$ cat config.mk
export PLATFORM = sky130hd
export DESIGN_NAME = photo_reader_ctrl
export DESIGN_NICKNAME = d
export VERILOG_FILES = /design/src/rtl/photo_reader_ctrl.sv
export SDC_FILE = /design/constraint.sdc
export NUM_CORES = 1
export LEC_CHECK = 0
export BUFFER_PORTS_ARGS = -buffer_cell sky130_fd_sc_hd__buf_2
export CAP_MARGIN = 20
export CORE_MARGIN = 5
export CORE_UTILIZATION = 64
export DETAILED_ROUTE_END_ITERATION = 6
export HOLD_SLACK_MARGIN = 0.03
export PLACE_DENSITY_LB_ADDON = 0.3
export SLEW_MARGIN = 10
export SYNTH_ARGS = -nofsm -noshare
export SYNTH_HDL_FRONTEND = slang
export SYNTH_SLANG_ARGS = --single-unit
$ cat constraint.sdc
create_clock -name CLOCK -period 3.9 [get_ports CLOCK]
set_input_delay 0.195 -clock CLOCK [delete_from_list [all_inputs] [get_ports CLOCK]]
set_output_delay 0.195 -clock CLOCK [all_outputs]
set_load 0.005 [all_outputs]
$ cat src/rtl/photo_reader_ctrl.sv
// Photoelectric tape reader sequencer: motor control, strobe capture, 2-entry char FIFO.
// Optional PHOTO_CHAR_COUNT_EN adds the CHAR_COUNT per-block character counter.
module photo_reader_ctrl #(
  parameter logic [4:0] STOP_CODE = 5'b10000,
  parameter int SETTLE   = 64,
  parameter int DEADTIME = 32,
  parameter int TIMEOUT  = 4096
) (
  input  logic       CLOCK,
  input  logic       rst,
  input  logic       READ_REQ,
  input  logic       REV_REQ,
  input  logic       ABORT,
  input  logic [4:0] PHOTO,
  input  logic       PHOTO_STROBE,
  input  logic       PHOTO_READER_PERMIT,
  output logic [4:0] CHAR,
  output logic       CHAR_VALID,
  input  logic       CHAR_ACCEPT,
  output logic       PHOTO_READER_FWD,
  output logic       PHOTO_READER_REV,
  output logic       BUSY,
  output logic       BLOCK_DONE,
  output logic       ERR
`ifdef PHOTO_CHAR_COUNT_EN
  ,
  output logic [7:0] CHAR_COUNT
`endif
);

  localparam int DW = $clog2(DEADTIME + 1);
  localparam int SW = $clog2(SETTLE + 1);
  localparam int TW = $clog2(TIMEOUT + 1);

  typedef enum logic [2:0] {
    IDLE, DEAD, SPINUP, FWD_READ, REV_SEARCH, DRAIN, FAULT
  } state_e;

  state_e        state_q;
  logic [4:0]    photo_s1_q, photo_s2_q;
  logic [2:0]    strb_q;
  logic [4:0]    mem0_q, mem1_q;
  logic [1:0]    cnt_q;
  logic          fwd_q, rev_q, rdir_q, bd_q, err_q, motor_q;
  logic [DW-1:0] dead_q;
  logic [SW-1:0] settle_q;
  logic [TW-1:0] tmo_q;

  logic stb_ev, is_stop, pop, full, moving;
  logic push, tmo_hit, ovf, fault_go, spin_go;

  assign stb_ev   = strb_q[1] & ~strb_q[2];
  assign is_stop  = photo_s2_q == STOP_CODE;
  assign pop      = CHAR_ACCEPT & (cnt_q != 2'd0);
  assign full     = cnt_q == 2'd2;
  assign moving   = state_q inside {SPINUP, FWD_READ, REV_SEARCH};
  assign tmo_hit  = (tmo_q == TW'(TIMEOUT - 1)) & ~stb_ev;
  assign ovf      = (state_q == FWD_READ) & stb_ev & ~is_stop
                    & full & ~pop;
  assign fault_go = moving & (~PHOTO_READER_PERMIT | tmo_hit | ovf);
  assign push     = ~ABORT & (state_q == FWD_READ)
                    & PHOTO_READER_PERMIT & stb_ev & ~is_stop
                    & (~full | pop);
  assign spin_go  = ~ABORT & (state_q == DEAD) & (dead_q == '0);

  // Synchronizers, FIFO storage and motor-off dead-time counter
  always_ff @(posedge CLOCK or posedge rst) begin
    if (rst) begin
      photo_s1_q <= '0;
      photo_s2_q <= '0;
      strb_q     <= '0;
      mem0_q     <= '0;
      mem1_q     <= '0;
      cnt_q      <= '0;
      motor_q    <= 1'b0;
      dead_q     <= '0;
    end else begin
      photo_s1_q <= PHOTO;
      photo_s2_q <= photo_s1_q;
      strb_q     <= {strb_q[1:0], PHOTO_STROBE};
      motor_q    <= fwd_q | rev_q;
      if (motor_q & ~(fwd_q | rev_q))
        dead_q <= DW'(DEADTIME);
      else if (dead_q != '0)
        dead_q <= dead_q - 1'b1;
      if (ABORT) begin
        cnt_q <= '0;
      end else begin
        case ({push, pop})
          2'b10: begin
            if (cnt_q == 2'd0) mem0_q <= photo_s2_q;
            else               mem1_q <= photo_s2_q;
            cnt_q <= cnt_q + 1'b1;
          end
          2'b01: begin
            mem0_q <= mem1_q;
            cnt_q  <= cnt_q - 1'b1;
          end
          2'b11: begin
            if (full) begin
              mem0_q <= mem1_q;
              mem1_q <= photo_s2_q;
            end else begin
              mem0_q <= photo_s2_q;
            end
          end
          default: ;
        endcase
      end
    end
  end

  always_ff @(posedge CLOCK or posedge rst) begin
    if (rst) begin
      state_q  <= IDLE;
      fwd_q    <= 1'b0;
      rev_q    <= 1'b0;
      rdir_q   <= 1'b0;
      bd_q     <= 1'b0;
      err_q    <= 1'b0;
      settle_q <= '0;
      tmo_q    <= '0;
    end else begin
      bd_q  <= 1'b0;
      tmo_q <= stb_ev ? '0 : tmo_q + 1'b1;
      if (ABORT) begin
        state_q <= IDLE;
        fwd_q   <= 1'b0;
        rev_q   <= 1'b0;
        err_q   <= 1'b0;
      end else if (fault_go) begin
        state_q <= FAULT;
        fwd_q   <= 1'b0;
        rev_q   <= 1'b0;
        err_q   <= 1'b1;
      end else begin
        case (state_q)
          IDLE: begin
            if (READ_REQ | REV_REQ) begin
              if (PHOTO_READER_PERMIT) begin
                state_q <= DEAD;
                rdir_q  <= ~READ_REQ;
                err_q   <= 1'b0;
              end else begin
                err_q <= 1'b1;
              end
            end
          end
          DEAD: begin
            if (spin_go) begin
              state_q  <= SPINUP;
              fwd_q    <= ~rdir_q;
              rev_q    <= rdir_q;
              settle_q <= '0;
              tmo_q    <= '0;
            end
          end
          SPINUP: begin
            if (settle_q == SW'(SETTLE - 1)) begin
              state_q <= rdir_q ? REV_SEARCH : FWD_READ;
              tmo_q   <= '0;
            end else begin
              settle_q <= settle_q + 1'b1;
            end
          end
          FWD_READ: begin
            if (stb_ev & is_stop) begin
              fwd_q   <= 1'b0;
              state_q <= DRAIN;
            end
          end
          REV_SEARCH: begin
            if (stb_ev & is_stop) begin
              rev_q   <= 1'b0;
              bd_q    <= 1'b1;
              state_q <= IDLE;
            end
          end
          DRAIN: begin
            if (cnt_q == 2'd0) begin
              bd_q    <= 1'b1;
              state_q <= IDLE;
            end
          end
          default: ;
        endcase
      end
    end
  end

`ifdef PHOTO_CHAR_COUNT_EN
  logic [7:0] cc_q;

  always_ff @(posedge CLOCK or posedge rst) begin
    if (rst)
      cc_q <= '0;
    else if (spin_go)
      cc_q <= '0;
    else if (push & (cc_q != 8'hFF))
      cc_q <= cc_q + 1'b1;
  end

  assign CHAR_COUNT = cc_q;
`endif

  assign CHAR             = mem0_q;
  assign CHAR_VALID       = cnt_q != 2'd0;
  assign PHOTO_READER_FWD = fwd_q;
  assign PHOTO_READER_REV = rev_q;
  assign BUSY             = state_q != IDLE;
  assign BLOCK_DONE       = bd_q;
  assign ERR              = err_q;

endmodule
# After elaboration in Yosys (flattened, before gate mapping)
# Cells that the tools add are included.
# op_classes
n_div	0
bitwise_logic	33
n_shift	0
n_mul	0
add_sub_neg	5
n_lt_le_gt_ge	0
n_eq_ne	24
n_reduce_logical	25
mux	49
# op_table
operator	count
$mux W13	5
$mux W3	10
$pmux W13 S2	1
$mux W5	4
$pmux W3 S6	1
$reduce_bool A3 Y1	6
$and A1 B1 Y1	17
$mux W1	16
$ne A4 B4 Y1 const B	4
$pmux W5 S3	1
$mux W7	2
$pmux W7 S2	1
$add A13 B1 Y13 const B	1
$eq A13 B12 Y1 const B	1
$mux W6	2
$ne A4 B3 Y1 const B	3
$not A1 Y1	11
$ne A2 B2 Y1 const B	5
$pmux W5 S2	1
$reduce_and A5 Y1	2
$reduce_and A3 Y1	3
$reduce_and A8 Y1	1
$reduce_bool A2 Y1	4
$reduce_bool A4 Y1	2
other kinds (22)	32
# totals
mem_bits_ro	0
out_inout_bits	11
mem_count	0
inputBits	13
word_cells	152
ramBits	0
latch_bits	0
register_bits	60

# Depth between registers and ports, before layout
# Gate-level depths: netlist of run 1.
# logic_depth
depth_word	10
mapped_depth	8
depth_no_buf	7

# Least setup slack after synthesis of run 1
# OpenSTA, ideal clock, no wires.
# synth_path
path_kind	register -> register
from	register photo_s2_q[0]
to	register settle_q[1]
path_buffers	1
arrival_ns	2.077
stages_incl_launch_ff	7
path_slack_ns	1.744
setup_ns	0.079
synth_period_minus_slack_ns	2.156
t_required_ns	3.821
cell_sequence	dfrtp_1 or4_1 buf_2 o2111ai_2 o311ai_2 a2111oi_4 mux2i_1
# synth_between
elab_chain_len	9
# synth_lines
element	line	text
start, declared	40	logic [4:0] photo_s1_q, photo_s2_q;
start signal, assigned	79	photo_s2_q <= photo_s1_q;
$eq A5 B5 Y1	53	assign is_stop = photo_s2_q == STOP_CODE;
$not A1 Y1	58	assign ovf = (state_q == FWD_READ) & stb_ev & ~is_stop
$and A1 B1 Y1	58	
$and A1 B1 Y1 (2 in a row)	59	& full & ~pop;
$or A1 B1 Y1	60	assign fault_go = moving & (~PHOTO_READER_PERMIT | tmo_hit | ovf);
$and A1 B1 Y1	60	
$not A1 Y1 (no source line)	-	
$reduce_and A5 Y1 (no source line)	-	
end signal, assigned	163	settle_q <= settle_q + 1'b1;
end, declared	46	logic [SW-1:0] settle_q;
# No other way between the ends.
# A chain may end at the register's enable or synchronous reset.

# Final worst setup path of run 1
# layout_path
from	register photo_s2_q[0]
to	register tmo_q[12]
# layout_between
elab_chain_len	9
# layout_lines
element	line	text
$eq A5 B5 Y1	53	
$not A1 Y1	58	
$and A1 B1 Y1	58	
$and A1 B1 Y1 (2 in a row)	59	
$or A1 B1 Y1	60	
$and A1 B1 Y1	60	
$mux W13	131	end else if (fault_go) begin
$mux W13	126	if (ABORT) begin
end signal, assigned	125	tmo_q <= stb_ev ? '0 : tmo_q + 1'b1;
end, declared	47	logic [TW-1:0] tmo_q;
# No other way between the ends.

==> flow_summary.toml, run 1 <==
[timing]
setup_viol = 0
tightest_slew_ns = 0.986
fmax_mhz = 386
clock_skew_ns = 0.00659
fin_crit_ns = 2.59
hold_violations = 0
final-max-slew-violation-count = 0
fin_crit_sh_pct = 66.4
rsz0062_at_grt = "false"
slew_headroom_pct = 34.3
finalSetupTns_ns = 0

[setup_path]
startpoint_type = "register"
rrSetupSlack_ns = 1.31
crit_type = "register to register"
cp.arrival_ns = 2.77
crit_path_end_kind = "register"
crit-reg2reg-capture = "tmo_q[12]"
reg2reg_from = "photo_s2_q[0]"
r2r_cells = 5
path_max_fanout = 13
critPathRequiredTime_ns = 4.08

[grt]
gr-usage-all-layers_pct = 21.4
top_usage_layer = "met2"
grt_pass1_vias = 2236
antenna_found_initial = 0
grt_max_degree = 37
use_met1_pct = 27.0
gr-usage-met3_pct = 4.12
grt-ovfl-total = 0
grt_pass1_wl_um = 10200
met2_usage_pct = 34.5

[yosys]
yosys_warnings = 0
synth_cells = 296
yosys.area.top_type_share_pct = 50.4
synth-seq-cells = 60
syn_nets = 313
yosysSeqAreaShare_pct = 50.4
synth-edff-count = 0
synth-main-ff-cell = "dfrtp_1"
async_flop_share_pct = 100
synth.distinct_cells = 53
yosysTopAreaCell = "dfrtp_1"
synthTopCellsByArea = "dfrtp_1 (50%), nor2_1 (3.9%), mux2i_1 (3.0%)"
syn-cell-area_um2 = 2980
synth_area_per_cell_um2 = 10.1

[route]
drt_iter0_drc = 152
first_pass_iters = 4
ant_nets = 0
num_vias = 2248
wire_per_inst_um = 15.7
drc_errors = 0
routed_wl_um = 5980
viasPerCell = 5.90

[place]
placedCellCount = 358
io_buffers = 23
placed_area_um2 = 3110
gp_congestion = 0.822
place_hpwl_um = 3890

[clock_network]
clk_path_buf_depth = 2
cts_tree = "built"
cts_root_buf = "clkbuf_8"
cts_sinks = 60
cts_made_buffers = 9
htreeDepth = 3
clock_latency_ns = 0.34
clk_pin_slew_ns = 0.07

[min_path]
hold_start = "READ_REQ"
min_path_type = "primary input to register"
min_to = "rdir_q"
worstHoldPathCells = 2

[power_and_ir_drop]
leakage_nw = 1.51
p_per_area_nw_per_um2 = 565
peakVddDrop_uv = 380

[run]
maxCapViolations = 0

[die]
start_util_pct = 67.0
rows = 24
pin_count = 24
core-area_um2 = 4440
die_x_um = 78.2
die-area_um2 = 6110
die_h_um = 78.2

[finish]
fin_nets = 341
fin_cells = 381
fillers = 305
diodes = 0
finalInstanceArea_um2 = 3430
area_growth_pct = 15.2
drive_gt1_share_pct = 16.7

[run_status]
status = "finished, final reports clean"
## critical path: stages (launching register included)
cell and delay [ns]:
dfrtp_1 0.39, or4_1 0.65, o2111ai_2 0.23, o311ai_2 0.21, a21oi_1 0.81, nor2_1 0.13
## cell usage in the layout (no fill, tap or decap), drive strengths merged, types with 4 or more instances in the layout
cell	instances
nand2b	5
a31oi	5
buf	24
nor4	5
nand4	5
o21ai	15
ha	4
a21boi	5
clkbuf	12
inv	11
nand3	9
dfrtp	60
nand2	21
dlygate4sd3	7
xnor2	7
nor2	31
nor3	11
a21oi	12
mux2i	9
xor2	9
mux2	7
nor2b	6
a2bb2oi	4
## Yosys cell counts (3+ instances only)
cell type and n:
xnor2_1 7, mux2i_1 9, a31oi_1 4, xor2_1 9, nand2_1 21, nor3b_1 3, or3_1 3, nand4_1 5
a21boi_0 5, inv_1 11, and3_1 3, dfrtp_1 60, a2bb2oi_1 4, a21oi_1 12, ha_1 4, nor4_1 5
nor2b_1 6, o21ai_0 15, clkbuf_1 11, nor3_1 11, nor2_1 31, mux2_2 7, or4_1 3, nand2b_1 5
nand3_1 9
## sequential cells by signal, indices dropped and copies added (netlist names), 2 cells and up
register	count
tmo_q	13
settle_q	7
dead_q	6
CHAR	5
mem1_q	5
photo_s1_q	5
photo_s2_q	5
state_q	3
strb_q	3
cnt_q	2
## repair_timing
action	in CTS	in global routing
hold buffers	7	0
hold endpoints to repair	30	0
setup buffers	0	0
resized for setup	0	0
## worst max-delay path by stage
stage	start	endpoint	slack [ns]
floorplan	photo_s2_q[0]	settle_q[1]	1.74
CTS	photo_s2_q[0]	tmo_q[12]	1.31
global route	photo_s2_q[0]	tmo_q[10]	1.15
detailed placement	photo_s2_q[0]	tmo_q[9]	1.32
finish	photo_s2_q[0]	tmo_q[12]	1.31
global placement	photo_s2_q[0]	tmo_q[5]	1.46
## through the flow
step           setup slack, ns  hold WS [ns]  util (%)  power (mW)
2_1_floorplan             1.74         0.226         -        1.14
3_3_place_gp              1.46         0.255      70.0        1.22
3_5_place_dp              1.32         0.253      70.0        1.23
4_1_cts                   1.31        0.0335      77.2        1.95
5_1_grt                   1.15        0.0561      77.2        2.05
6_report                  1.31        0.0482      77.2        1.94
## where the power goes
| part | switching (mW) | internal [mW] | total (mW) | leakage, nW |
|---|---|---|---|---|
| Combinational | 0.213 | 0.181 | 0.394 | 0.605 |
| Clock | 0.239 | 0.459 | 0.698 | 0.127 |
| Sequential | 0.121 | 0.725 | 0.846 | 0.781 |
| Total | 0.574 | 1.36 | 1.94 | 1.51 |
## per-layer routing
layer / routed length, um / up-vias
li1: - / 1106
met1: 2700 / 1081
met2: 2940 / 50
met3: 202 / 11
met4: 137 / 0
met5: 0 / -
## kinds of logic after synthesis
logic type	after synthesis	share of synthesized area, %
buffers and inverters	25	3.24
flip-flops	60	50.4
adder cells (fa/ha/maj)	4	1.68
AND/OR/NAND/NOR	115	19.6
AO/OA/AOI/OAI	60	14.7
XOR/XNOR	16	4.71
multiplexers	16	5.67
## area by class of cell
class,count,area (um2),area share [%]
clock buffers,12,155,4.52
multi-input cells,211,1380,40.2
clock inverters,4,95.1,2.77
well taps,52,65.1,1.90
repair buffers,31,193,5.62
flip-flops and latches,60,1500,43.8
inverters,11,41.3,1.20
(Power assumes the default switching activity.)
==> inputs of run 2 (changes only) <==
CORE_UTILIZATION = 53   (was 64)
clock period = 2.34 ns   (was 3.9 ns; I/O delays follow)
==> flow_summary.toml, run 2 (synthesis gave the netlist of run 1 again) <==
[die]
start_util_pct = 54.4
die-area_um2 = 7210
rows = 27
die_h_um = 84.9
pin_count = 24
core-area_um2 = 5470
die_x_um = 84.9

[setup_path]
crit_path_end_kind = "register"
cp.arrival_ns = 2.47
rrSetupSlack_ns = 0.14
path_buf_inv = 1
cp_slowest_cell = "or4_4"
r2r_cells = 6
crit_type = "register to register"
path_max_fanout = 7
crit_cells = 6
critPathRequiredTime_ns = 2.60
cp_top_family = "compound AO/OA/AOI/OAI gates"
cp_cell_sequence = "or4_4, o2111ai_2, o311ai_4, a2111oi_4, buf_4, mux2i_1"
slowest_delay_ns = 0.56
startpoint_type = "register"

[route]
routed_wl_um = 6020
drc_errors = 0
drt_iter0_drc = 181
first_pass_iters = 4
wire_per_inst_um = 14.5
viasPerCell = 5.60
ant_nets = 0
num_vias = 2331

[clock_network]
cts_tree = "built"
clk_path_buf_depth = 2
clock_latency_ns = 0.34
cts_root_buf = "clkbuf_8"
post_cts_buffers = 0
htreeDepth = 3
cts_made_buffers = 9
clk_pin_slew_ns = 0.07
cts_sinks = 60

[timing]
final-max-slew-violation-count = 0
hold_violations = 0
fmax_mhz = 454
finalSetupTns_ns = 0
holdWs_ns = 0.101
setup_ws_ns = 0.136
rsz0062_at_grt = "false"
fin_crit_ns = 2.20
setup_viol = 0
slew_headroom_pct = 52.9
tightest_slew_ns = 0.701
clock_skew_ns = 0.00509
fin_crit_sh_pct = 94.2

[finish]
final_common_cell = "dfrtp_1"
final_core_util_pct = 64.7
drive_gt1_share_pct = 20.6
fin_cells = 416
diodes = 0
area_growth_pct = 19.0
top_regs = "tmo_q (13), settle_q (7), dead_q (6)"
finalInstanceArea_um2 = 3540
final_cell_mix = "dfrtp_1 (60), nor2_1 (31), buf_2 (23)"
top_register = "tmo_q"
largest_reg_flops = 13
fin_nets = 356

[min_path]
worstHoldPathCells = 3
min_path_type = "primary input to register"

[grt]
gr-usage-all-layers_pct = 18.2
grt-ovfl-total = 0
grt_pass1_vias = 2223
antenna_found_initial = 0
grt_pass1_wl_um = 10600
grt_max_degree = 26

[place]
placedCellCount = 392
place_hpwl_um = 4250
place_ws_ns = 0.113
placed_area_um2 = 3240
io_buffers = 23
gp_congestion = 0.878

[power_and_ir_drop]
total_power_mw = 3.05
peakVddDrop_uv = 472
p_per_area_nw_per_um2 = 861
leakage_nw = 1.56

[run_status]
status = "finished, final reports clean"

[run]
maxCapViolations = 0
-- run 2: changes by cell type in the layout (fill, tap and decap cells not counted), moves of 2 or more --
cell and change:
clkinvlp_4 +2, clkinv_4 +2, clkbuf_8 -2, buf_4 +14
bufinv_16 -2
-- run 2: where the power goes --
part	switching, mW	total [mW]	internal (mW)
Clock	0.441	0.938	0.496
Sequential	0.163	1.37	1.21
Combinational	0.400	0.741	0.340
-- run 2: area by class of cell --
cell class / instances / area, um2
Clock buffer: 9 / 124
Fill cell: 463 / 1930
Tap cell: 72 / 90.1
Clock inverter: 7 / 76.3
Sequential cell: 60 / 1500
Timing Repair Buffer: 46 / 308
Multi-Input combinational cell: 211 / 1400
Inverter: 11 / 41.3
-- run 2: what timing repair did --
item,4_1_cts,5_1_grt
gates resized for setup,0,3
hold buffers,8,0
endpoints found under the setup margin,0,4
hold endpoints to repair,30,0
-- run 2: worst paths after layout --
check,from,to
hold reg to reg,photo_s1_q[4],photo_s2_q[4]
min in group asynchronous,rst,tmo_q[6]
hold / removal,REV_REQ,rdir_q
max in group asynchronous,rst,cnt_q[1]
setup / recovery,photo_s2_q[0],settle_q[1]
setup reg to reg,photo_s2_q[0],settle_q[1]
-- run 2: routing by layer --
| layer | part of all wire, % | global-route usage (%) | up-vias |
|---|---|---|---|
| met2 | 46 | 26.3 | 48 |
| met1 | 48 | 26.1 | 1141 |
| li1 | - | - | 1137 |
| met5 | 0 | 0 | - |
| met3 | 5.0 | 4.76 | 5 |
| met4 | 1.0 | 7.05 | 0 |
-- run 2: worst min-delay path: stages --
cell     delay (ns)
buf_2          0.11
a21oi_1        0.06
a21oi_1        0.10
==> inputs of run 3 (changes only) <==
ABC_AREA = 1   (was unset)
CORE_UTILIZATION = 64   (was 53)
clock period = 2.7 ns   (was 2.34 ns; I/O delays follow)
==> flow_summary.toml, run 3 <==
[timing]
tightest_slew_ns = 0.733
fin_crit_sh_pct = 65.8
finalSetupTns_ns = 0
clock_skew_ns = 0.0101
final-max-slew-violation-count = 0
hold_violations = 0
slew_headroom_pct = 51.1
setup_viol = 0
holdWs_ns = 0.0989
setup_ws_ns = 0.923
fmax_mhz = 563
rsz0062_at_grt = "false"
fin_crit_ns = 1.78

[yosys]
synth_cells = 360
synthTopCellsByArea = "dfrtp_1 (49%), nand2_1 (8.8%), inv_1 (5.5%)"
syn-cell-area_um2 = 3070
synth-edff-count = 0
synth-main-ff-cell = "dfrtp_1"
yosysTopAreaCell = "dfrtp_1"
yosysSeqAreaShare_pct = 49.0
synth.most_common_cell = "nand2_1"
yosys.area.top_type_share_pct = 49.0
synth.distinct_cells = 34
syn_nets = 377
synth_area_per_cell_um2 = 8.52
yosys_warnings = 0
async_flop_share_pct = 100
synth-seq-cells = 60
yosys-top-cells-count = "nand2_1 (72), dfrtp_1 (60), inv_1 (45)"

[setup_path]
cp.arrival_ns = 2.01
crit_top_cell = "nand2_1"
path_max_fanout = 5
crit_type = "register to register"
path_buf_inv = 1
rrSetupSlack_ns = 0.92
startpoint = "settle_q[0]"
cp_cell_sequence = "ha_1, nand2_1, inv_1, nand3_1, nor2_1, nor2_1, nor2_1, nand2_1, nand3_2, nand2_2, nand2_1, nand2_1"
critPathRequiredTime_ns = 2.93
cp_slowest_cell = "dfrtp_1"
crit-reg2reg-capture = "state_q[0]"
cp_top_family = "simple AND/OR/NAND/NOR gates"
crit_path_end_kind = "register"
slowest_delay_ns = 0.42
startpoint_type = "register"
r2r_cells = 12
reg2reg_from = "settle_q[0]"

[place]
place_ws_ns = 0.932
place_hpwl_um = 4100
io_buffers = 23
placedCellCount = 434
gp_congestion = 0.867
placed_area_um2 = 3220

[finish]
drive_gt1_share_pct = 21.3
final_cell_mix = "nand2_1 (72), dfrtp_1 (60), inv_1 (44)"
area_growth_pct = 15.0
final_core_util_pct = 75.2
finalInstanceArea_um2 = 3530
final_common_cell = "nand2_1"
diodes = 0
fin_cells = 458
top_register = "tmo_q"
top_regs = "tmo_q (13), settle_q (7), dead_q (6)"
largest_reg_flops = 13
fin_nets = 416

[die]
die_x_um = 79.2
core-area_um2 = 4690
die-area_um2 = 6280
pin_count = 24
rows = 25
start_util_pct = 65.4
die_h_um = 79.2

[route]
routed_wl_um = 5700
num_vias = 2401
drc_errors = 0
first_pass_iters = 4
viasPerCell = 5.24
ant_nets = 0
drt_iter0_drc = 110
wire_per_inst_um = 12.4

[min_path]
min_path_type = "primary input to register"
hold_start = "ABORT"
worstHoldPathCells = 2
min_to = "ERR"

[power_and_ir_drop]
leakage_nw = 1.81
total_power_mw = 3.15
power.share.sequential_pct = 39.8
p_clk_share_pct = 28.3
switching_share_pct = 36.8
p_int_mw = 1.99
peakVddDrop_uv = 680
comb_power_share_pct = 31.9
p_per_area_nw_per_um2 = 893
p_sw_mw = 1.16

[clock_network]
clk_path_buf_depth = 2
clock_latency_ns = 0.34
cts_made_buffers = 9
cts_sinks = 60
post_cts_buffers = 0
cts_root_buf = "clkbuf_8"
cts_tree = "built"
clk_pin_slew_ns = 0.07
htreeDepth = 3

[run_status]
status = "finished, final reports clean"

[grt]
grt_pass1_wl_um = 10300
grt-ovfl-total = 0
grt_pass1_vias = 2420
gr-usage-all-layers_pct = 21.1
grt_max_degree = 61
antenna_found_initial = 0

[run]
maxCapViolations = 0
-- run 3: timing repair --
| action | 4_1_cts | 5_1_grt |
|---|---|---|
| hold buffers | 8 | 0 |
| hold endpoints to repair | 61 | 0 |
| resized for setup | 0 | 0 |
-- run 3: layout make-up --
type	count	area, um2
Fill cell	349	1160
Clock inverter	7	101
Inverter	52	195
Tap cell	54	67.6
Multi-Input combinational cell	244	1340
Clock buffer	9	124
Timing Repair Buffer	32	203
Sequential cell	60	1500
-- run 3: power groups by stage --
stage	Combinational (mW)	Clock [mW]	Sequential, mW
after floorplan	0.791	0	1.23
after global placement	0.963	0	1.26
after detailed placement	1.00	0	1.26
after CTS	1.01	0.910	1.25
after global routing	1.16	0.957	1.28
final	1.01	0.890	1.25
-- run 3: kinds of logic after synthesis --
group                      count (synthesis)  share of synthesized area [%]
AOI/OAI and AO/OA                         48                           10.2
xor gates and xnor gates                  14                           4.00
adders and majority gates                  4                           1.63
buffers and inverters                     56                           7.51
DFF                                       60                           49.0
and+or+nand+nor                          178                           27.7
-- run 3: how the worst max path moves through the flow --
stage / endpoint / cells past startpoint
2_1_floorplan: BLOCK_DONE / 1
3_3_place_gp: tmo_q[0] / 9
3_5_place_dp: tmo_q[0] / 9
4_1_cts: tmo_q[0] / 9
5_1_grt: state_q[1] / 12
6_report: state_q[0] / 12
-- run 3: metal layers --
metal	global-route usage [%]	share of wire (%)	vias up
met2	33.8	46	42
li1	-	-	1235
met1	26.6	48	1116
met3	7.14	4.6	8
met4	7.39	1.5	0
met5	0	0	-
